--- src/rtl/uart_rx_fifo.sv ---
// uart_rx_fifo
//   UART 8N1 receiver feeding a first-word-fall-through FIFO with a
//   valid/ready drain port. Framing and overflow problems raise sticky flags.
//
// Ports
//   clk        in   rising-edge clock for all state
//   rst        in   asynchronous, active-low reset
//   rxd        in   serial line, idle high, asynchronous to clk
//   out_data   out  byte at the FIFO head (undefined while out_valid=0)
//   out_valid  out  FIFO not empty
//   out_ready  in   consumer takes the head byte when out_valid is high
//   count      out  FIFO occupancy, 0..DEPTH
//   frame_err  out  sticky: a stop bit was sampled low
//   overrun    out  sticky: a received byte was dropped on a full FIFO
//   err_clr    in   clears both sticky flags; wins over a same-cycle set
module uart_rx_fifo #(
    parameter int CLKS_PER_BIT = 5,
    parameter int DEPTH        = 16
) (
    input  logic                     clk,
    input  logic                     rst,
    input  logic                     rxd,
    output logic [7:0]               out_data,
    output logic                     out_valid,
    input  logic                     out_ready,
    output logic [$clog2(DEPTH):0]   count,
    output logic                     frame_err,
    output logic                     overrun,
    input  logic                     err_clr
);

    localparam int CW   = $clog2(CLKS_PER_BIT);
    localparam int AW   = $clog2(DEPTH);
    localparam int HALF = (CLKS_PER_BIT - 1) / 2;

    localparam logic [CW-1:0] HALF_C  = CW'(HALF);
    localparam logic [CW-1:0] LAST_C  = CW'(CLKS_PER_BIT - 1);
    localparam logic [AW:0]   DEPTH_C = (AW + 1)'(DEPTH);

    typedef enum logic [1:0] {
        IDLE,
        START,
        DATA,
        STOP
    } state_t;

    // Synchronizer
    logic sync1, rxs;

    always_ff @(posedge clk or negedge rst) begin
        if (!rst) begin
            sync1 <= 1'b1;
            rxs   <= 1'b1;
        end else begin
            sync1 <= rxd;
            rxs   <= sync1;
        end
    end

    // Receive FSM
    state_t        state, state_nx;
    logic [CW-1:0] cnt, cnt_nx;
    logic [2:0]    idx, idx_nx;
    logic [7:0]    shreg, shreg_nx;
    logic          push;
    logic          frame_set;

    always_ff @(posedge clk or negedge rst) begin
        if (!rst) begin
            state <= IDLE;
            cnt   <= '0;
            idx   <= '0;
            shreg <= '0;
        end else begin
            state <= state_nx;
            cnt   <= cnt_nx;
            idx   <= idx_nx;
            shreg <= shreg_nx;
        end
    end

    always_comb begin
        state_nx  = state;
        cnt_nx    = cnt;
        idx_nx    = idx;
        shreg_nx  = shreg;
        push      = 1'b0;
        frame_set = 1'b0;
        case (state)
            IDLE: begin
                if (!rxs) begin
                    cnt_nx   = '0;
                    state_nx = START;
                end
            end
            START: begin
                if (cnt == HALF_C) begin
                    if (!rxs) begin
                        cnt_nx   = '0;
                        idx_nx   = '0;
                        state_nx = DATA;
                    end else begin
                        // Start bit gone by mid-bit: treat as a glitch.
                        state_nx = IDLE;
                    end
                end else begin
                    cnt_nx = cnt + CW'(1);
                end
            end
            DATA: begin
                if (cnt == LAST_C) begin
                    shreg_nx = {rxs, shreg[7:1]};
                    cnt_nx   = '0;
                    if (idx == 3'd7) begin
                        state_nx = STOP;
                    end else begin
                        idx_nx = idx + 3'd1;
                    end
                end else begin
                    cnt_nx = cnt + CW'(1);
                end
            end
            STOP: begin
                // Leaving at mid-stop-bit lets a back-to-back start edge be seen.
                if (cnt == LAST_C) begin
                    state_nx = IDLE;
                    if (rxs) begin
                        push = 1'b1;
                    end else begin
                        frame_set = 1'b1;
                    end
                end else begin
                    cnt_nx = cnt + CW'(1);
                end
            end
            default: state_nx = IDLE;
        endcase
    end

    // FIFO
    logic [7:0]    mem [DEPTH];
    logic [AW-1:0] wr_ptr, rd_ptr;
    logic          pop, push_ok, drop;

    assign pop       = out_valid && out_ready;
    // A same-cycle pop frees the slot, so a full FIFO can still accept.
    assign push_ok   = push && ((count < DEPTH_C) || pop);
    assign drop      = push && !push_ok;
    assign out_valid = (count != '0);
    assign out_data  = mem[rd_ptr];

    always_ff @(posedge clk) begin
        if (push_ok) begin
            mem[wr_ptr] <= shreg;
        end
    end

    always_ff @(posedge clk or negedge rst) begin
        if (!rst) begin
            wr_ptr <= '0;
            rd_ptr <= '0;
            count  <= '0;
        end else begin
            if (push_ok) begin
                wr_ptr <= wr_ptr + AW'(1);
            end
            if (pop) begin
                rd_ptr <= rd_ptr + AW'(1);
            end
            case ({push_ok, pop})
                2'b10:   count <= count + (AW + 1)'(1);
                2'b01:   count <= count - (AW + 1)'(1);
                default: count <= count;
            endcase
        end
    end

    // Sticky error flags
    always_ff @(posedge clk or negedge rst) begin
        if (!rst) begin
            frame_err <= 1'b0;
            overrun   <= 1'b0;
        end else if (err_clr) begin
            frame_err <= 1'b0;
            overrun   <= 1'b0;
        end else begin
            if (frame_set) begin
                frame_err <= 1'b1;
            end
            if (drop) begin
                overrun <= 1'b1;
            end
        end
    end

endmodule

--- config.mk ---
export PLATFORM = sky130hd
export DESIGN_NAME = uart_rx_fifo
export DESIGN_NICKNAME = d
export VERILOG_FILES = /design/src/rtl/uart_rx_fifo.sv
export SDC_FILE = /design/constraint.sdc
export NUM_CORES = 1
export LEC_CHECK = 0
export CORE_MARGIN = 3
export CORE_UTILIZATION = 41
export CTS_BUF_LIST = sky130_fd_sc_hd__clkbuf_4 sky130_fd_sc_hd__clkbuf_8
export DETAILED_ROUTE_END_ITERATION = 12
export SYNTH_ARGS = -nofsm -noshare
export SYNTH_HDL_FRONTEND = slang
export SYNTH_SLANG_ARGS = --single-unit
--- constraint.sdc ---
create_clock -name clk -period 8.75 [get_ports clk]
set_clock_uncertainty 0.2 [all_clocks]
set_input_delay 2.625 -clock clk [delete_from_list [all_inputs] [get_ports clk]]
set_output_delay 2.625 -clock clk [all_outputs]
set_load 0.005 [all_outputs]
==> reports/results.ini, run 1 <==
[synth]
yosys_warnings = 0
syn-instance-count = 375
synth_area_leaders = edfxtp_1 58%, dfrtp_1 12%, mux4_2 7.1%
ys.flop_type = edfxtp_1
synth_top_area_share_pct = 57.69
ys_ff_latch = 161
yosysUniqueCellTypes = 49
synth-edff-count = 128
synth_top_area_cell = edfxtp_1
async_flop_share_pct = 20.50
netlist_area_sq_um = 6663
synth_nets = 395
syn_avg_cell_area_sq_um = 17.77
synth-seq-area-share_pct = 70.12

[layout]
fin_area_sq_um = 7435
drive_gt1_share_pct = 17.87
layout_common_cells = 128 x edfxtp_1, 29 x dfrtp_1, 23 x nand2_1, 22 x nor2_1, 21 x mux4_2
insertedDiodeCount = 0
layout_commonest_cell = edfxtp_1
nNetsFinal = 421
finish.utilization_pct = 47.84
n_fill_cell = 1341
area_growth_pct = 11.59

[clocking]
clk_latency_ps = 440
postCtsSetupRepairBufs = 0
numCtsBuffers = 17
clk_pin_slew_worst_paths_ps = 80
hold_buffers = 0
clock-sinks = 161
cts_buffer_depth = 2
cts_tree = done
cts_max_level = 4
ctsResizeCount = 0
cts-root-buf = clkbuf_8

[sta]
setup_viol = 0
finalHoldViolCount = 0
max_slew_margin_pct = 31.62
tns_ps = 0
hold_slack_ps = 160.6
drv_slew = 0
grt_setup_unrepaired = no
period_needed_ps = 5670
worst_pin_slew_ps = 1022
fmax_ghz = 0.1764
fin_crit_sh_pct = 64.80

[routing]
routedWlPerCell_um = 19.25
drt_iter0_drc = 255
vias = 3375
ant_nets = 0
drc = 0
routed_wl_um = 12030
first_pass_iters = 5
drt-vias-per-instance = 5.400

[global_route]
grt_max_degree = 36
grt.overflow.total = 0
antenna_found_initial = 0
grt_pass1_wl_um = 19560
track_usage_pct = 14.65
grt_pass1_vias = 3427

[setup_path]
rr_startpoint = cnt[0]
critPathLaunchType = register
r2r-end = count[4]
r2r_slack_ps = 5450
worstPathArrival_ps = 2850
endpoint_kind = primary output
required_ps = 5930
rr_worst_depth = 11
critPathMaxFanout = 35
worstSetupPathType = register to primary output

[power]
p_int_mw = 1.550
p_switching_uw = 664.0
pwr-share-clk_pct = 24.3
ir_worst_vdd_mv = 0.1165
p_comb_share_pct = 26.7
p_per_area_nw_per_um2 = 297.9
power_mw = 2.214
switching_share_pct = 29.98
power.leakage_nw = 2.619
p_seq_share_pct = 49.0

[die]
dieArea_sq_um = 17820
die_w_um = 133.5
fp.dieH_um = 133.5
core_region_area_sq_um = 15540
ios = 21
initial_utilization_pct = 42.87
fp-row-count = 45

[place]
dpl_cell_area_sq_um = 7033
gp_congestion = 0.7312
port_buffers = 20
place_hpwl_um = 7648

[worst_hold_path]
whs_endpoint = rxs
hp-class = register to register
whs_path_depth = 0
hold_path.startpoint = sync1

[flow_run]
cap_violations = 0

[outcome]
status = finished clean

layer usage:
layer  GRT usage, %  routed length [um]  vias up
li1               -                   -     1522
met1          19.22                5393     1788
met2          23.93                6099       49
met3          3.512                 336       16
met4          5.486                 203        0
met5              0                   0        -
sequential cells by signal, summed over array words and instances, names as in the netlist, named ones only:
register   flops
state          1
mem          128
shreg          8
sync1          1
rxs            1
count          5
overrun        1
frame_err      1
cnt            3
wr_ptr         4
rd_ptr         4
idx            3
worst max-delay path, cell delays in order (launching register included):
cell and delay (ps):
dfrtp_2 340, buf_4 540, mux4_1 680, a22oi_1 300, nand2_1 90, clkdlybuf4s50_1 440
power by group through the flow:
stage               Clock [mW]  Combinational [mW]  Sequential, mW
floorplan                    0               0.460            1.02
global placement             0               0.589            1.10
detailed placement           0               0.601            1.10
CTS                      0.550               0.602            1.09
global route             0.581               0.653            1.10
finish                   0.539               0.590            1.09
synth_stat cells (all sizes together) (2+ instances only):
| library cell | count |
|---|---|
| edfxtp | 128 |
| clkdlybuf4s25 | 3 |
| xor2 | 3 |
| o31ai | 2 |
| nor3 | 8 |
| nor2 | 22 |
| inv | 13 |
| a22o | 2 |
| a31oi | 2 |
| o311ai | 2 |
| dfrtp | 31 |
| mux4 | 32 |
| nand2 | 23 |
| nand2b | 6 |
| a21oi | 3 |
| ha | 14 |
| a21boi | 2 |
| o21ai | 10 |
| a22oi | 16 |
| xnor2 | 6 |
| buf | 11 |
| nor2b | 3 |
| nand4 | 3 |
| clkbuf | 3 |
| mux2 | 9 |
| dfstp | 2 |
how the worst max path moves through the flow:
stage / slack [ps] / cells past startpoint / startpoint / endpoint
5_1_grt: 2870 / 5 / rd_ptr[0] / out_data[1]
3_5_place_dp: 3250 / 10 / out_ready / count[4]
2_1_floorplan: 4020 / 9 / out_ready / count[4]
3_3_place_gp: 3410 / 10 / out_ready / count[4]
4_1_cts: 2970 / 5 / rd_ptr[0] / out_data[1]
6_report: 3080 / 5 / rd_ptr[0] / out_data[1]
layout make-up:
| class | count | area, sq um | share of cell area (%) |
|---|---|---|---|
| multi-input cells | 184 | 1821 | 24.49 |
| flip-flops and latches | 161 | 4674 | 62.87 |
| well taps | 211 | 264.0 | 3.551 |
| inverters | 13 | 48.80 | 0.6563 |
| repair buffers | 24 | 225.2 | 3.029 |
| clock buffers | 23 | 291.5 | 3.921 |
| clock inverters | 9 | 110.1 | 1.481 |
cell families after synthesis:
family | count (synthesis) | share of synthesized area [%]
compound gates | 47 | 4.902
xor+xnor | 9 | 1.183
fa+ha+maj | 15 | 2.930
buf+inv | 30 | 2.629
flops | 161 | 70.12
mux | 42 | 13.11
simple gates | 71 | 5.127
through the flow:
| step | setup WS [ps] | cells |
|---|---|---|
| 2_1_floorplan | 4019 | 375 |
| 3_3_place_gp | 3406 | 593 |
| 3_5_place_dp | 3248 | 593 |
| 4_1_cts | 2970 | 625 |
| 5_1_grt | 2870 | 625 |
| 6_report | 3080 | 625 |
(Power assumes the default switching activity.)
==> run 2: changes to the inputs <==
==> constraint.sdc (replaced) <==
create_clock -name clk -period 5.05 [get_ports clk]
set_clock_uncertainty 0.2 [all_clocks]
set_input_delay 1.515 -clock clk [delete_from_list [all_inputs] [get_ports clk]]
set_output_delay 1.515 -clock clk [all_outputs]
set_load 0.005 [all_outputs]
==> run 2 against run 1 <==
  * Critical endpoint is now out_data[7]
  * Via count shrank 2.7%
  * Sequential cell count is the same
  * Core utilization grew 0.17 points
  * Sequential share of layout area shrank 0.24 points
  * Hold slack lost 0.95 ps
  * Global-route usage shrank 0.46 points
  * Combinational power grew 83%
  * Power grew 71%
  * First-iteration DRC count shrank 27%
==> reports/results.ini, run 2 (synthesis gave the netlist of run 1 again) <==
[clocking]
cts-root-buf = clkbuf_8  ; unchanged
ctsResizeCount = 0  ; unchanged
clk_pin_slew_worst_paths_ps = 90  ; was 80 ps
cts_max_level = 4  ; unchanged
clk_latency_ps = 460  ; was 440 ps
cts_tree = done  ; unchanged
postCtsSetupRepairBufs = 0  ; unchanged
clock-sinks = 161  ; unchanged
hold_buffers = 0  ; unchanged
numCtsBuffers = 17  ; unchanged
cts_buffer_depth = 2  ; unchanged

[setup_path]
endpoint_kind = primary output  ; unchanged
critPathLaunchType = register  ; unchanged
rr_startpoint = cnt[0]  ; unchanged
rr_worst_depth = 11  ; unchanged
required_ps = 3340  ; was 5930 ps
r2r_slack_ps = 1740  ; was 5450 ps
worstSetupPathType = register to primary output  ; unchanged
critPathMaxFanout = 19  ; was 35
r2r-end = count[4]  ; unchanged
worstPathArrival_ps = 2650  ; was 2850 ps

[routing]
routedWlPerCell_um = 18.76  ; was 19.25 um
routed_wl_um = 11860  ; was 12030 um
vias = 3284  ; was 3375
drt_iter0_drc = 185  ; was 255
first_pass_iters = 4  ; was 5
ant_nets = 0  ; unchanged
drt-vias-per-instance = 5.196  ; was 5.400
drc = 0  ; unchanged

[flow_run]
cap_violations = 0  ; unchanged

[layout]
largestRegisters = mem (128), shreg (8), count (5)  ; unchanged
drive_gt1_share_pct = 18.76  ; was 17.87%
area_growth_pct = 11.98  ; was 11.59%
layout_commonest_cell = edfxtp_1  ; unchanged
largest_reg_flops = 128  ; unchanged
insertedDiodeCount = 0  ; unchanged
final_cells = 632  ; was 625
layout_common_cells = 128 x edfxtp_1, 30 x dfrtp_1, 23 x nand2_1, 22 x nor2_1, 21 x mux4_2  ; was 128 x edfxtp_1, 29 x dfrtp_1, 23 x nand2_1, 22 x nor2_1, 21 x mux4_2
nNetsFinal = 428  ; was 421
top_register = mem  ; unchanged

[die]
ios = 21  ; unchanged
die_w_um = 133.5  ; unchanged
core_region_area_sq_um = 15540  ; unchanged
dieArea_sq_um = 17820  ; unchanged
fp-row-count = 45  ; unchanged
initial_utilization_pct = 42.87  ; unchanged
fp.dieH_um = 133.5  ; unchanged

[worst_hold_path]
hp-class = register to register  ; unchanged
whs_path_depth = 0  ; unchanged
whs_endpoint = rxs  ; unchanged
hold_path.startpoint = sync1  ; unchanged

[power]
p_per_area_nw_per_um2 = 508.6  ; was 297.9 nW/um^2
power.leakage_nw = 2.620  ; was 2.619 nW
ir_worst_vdd_mv = 0.2002  ; was 0.1165 mV

[sta]
drv_slew = 0  ; unchanged
period_needed_ps = 4363
setup_viol = 0  ; unchanged
fmax_ghz = 0.2292
max_slew_margin_pct = 43.24  ; was 31.62%
worst_pin_slew_ps = 848.2  ; was 1022 ps
fin_crit_sh_pct = 86.40
grt_setup_unrepaired = no  ; unchanged
finalHoldViolCount = 0  ; unchanged
tns_ps = 0  ; unchanged

[global_route]
antenna_found_initial = 0  ; unchanged
grt_pass1_wl_um = 18710  ; was 19560 um
grt_pass1_vias = 3331  ; was 3427
grt_max_degree = 35  ; was 36
grt.overflow.total = 0  ; unchanged
track_usage_pct = 14.19  ; was 14.65%

[place]
port_buffers = 20  ; unchanged
place_hpwl_um = 7806  ; was 7648 um
placed_cells = 600  ; was 593
gp_congestion = 0.6940  ; was 0.7312

[outcome]
status = finished clean  ; unchanged

run 2: cell count changes in the layout (fill, tap and decap cells not counted), sizes merged:
| cell | before | now |
|---|---|---|
| buf | 5 | 12 |
| bufinv | 2 | 1 |
| clkbuf | 23 | 18 |
| clkinv | 7 | 8 |
| clkinvlp | 0 | 2 |
| inv | 13 | 16 |
run 2: final cells by class:
class / instances / area (sq um)
Clock buffer: 18 / 247.7
Sequential cell: 161 / 4673
Clock inverter: 14 / 133.9
Multi-Input combinational cell: 184 / 1815
Timing Repair Buffer: 31 / 277.8
Inverter: 13 / 48.80
Fill cell: 1348 / 8079
Tap cell: 211 / 264.0
run 2: critical path: stages, from the launching register on:
cell and delay (ps):
dfrtp_2 370, buf_4 320, mux4_1 650, a22oi_1 280
nand2_1 100, clkdlybuf4s50_1 460
run 2: worst max path at each step:
stage	slack (ps)	from	end	cells past startpoint
finish	690	rd_ptr[0]	out_data[7]	5
global placement	790	out_ready	count[4]	10
global route	490	rd_ptr[0]	out_data[1]	5
floorplan	1430	out_ready	count[4]	9
CTS	600	rd_ptr[0]	out_data[7]	5
detailed placement	700	out_ready	count[4]	10
run 2: stage by stage:
stage / setup slack (ps) / total power [mW] / hold WS [ps] / util [%] / instance area, sq um
CTS: 598.6 / 3.851 / 162.2 / 48.01 / 7461
detailed placement: 698.4 / 2.959 / 149.0 / 45.56 / 7079
floorplan: 1429 / 2.565 / 145.2 / - / 6663
global placement: 792.1 / 2.914 / 146.1 / 45.56 / 7079
global route: 489.2 / 4.019 / 167.9 / 48.01 / 7461
finish: 686.9 / 3.795 / 159.6 / 48.01 / 7461
run 2: per-layer routing:
metal	up-vias	share of wire [%]	GRT usage, %
met3	13	2.9	3.550
met4	0	1.4	6.000
li1	1538	-	-
met5	-	0	0
met2	40	52	23.90
met1	1693	44	17.57
run 2: power breakdown:
group	leakage [nW]	total, mW	internal, mW	switching (mW)
Clock	0.190	0.891	0.408	0.482
Combinational	0.850	1.08	0.577	0.505
Sequential	1.58	1.82	1.63	0.193
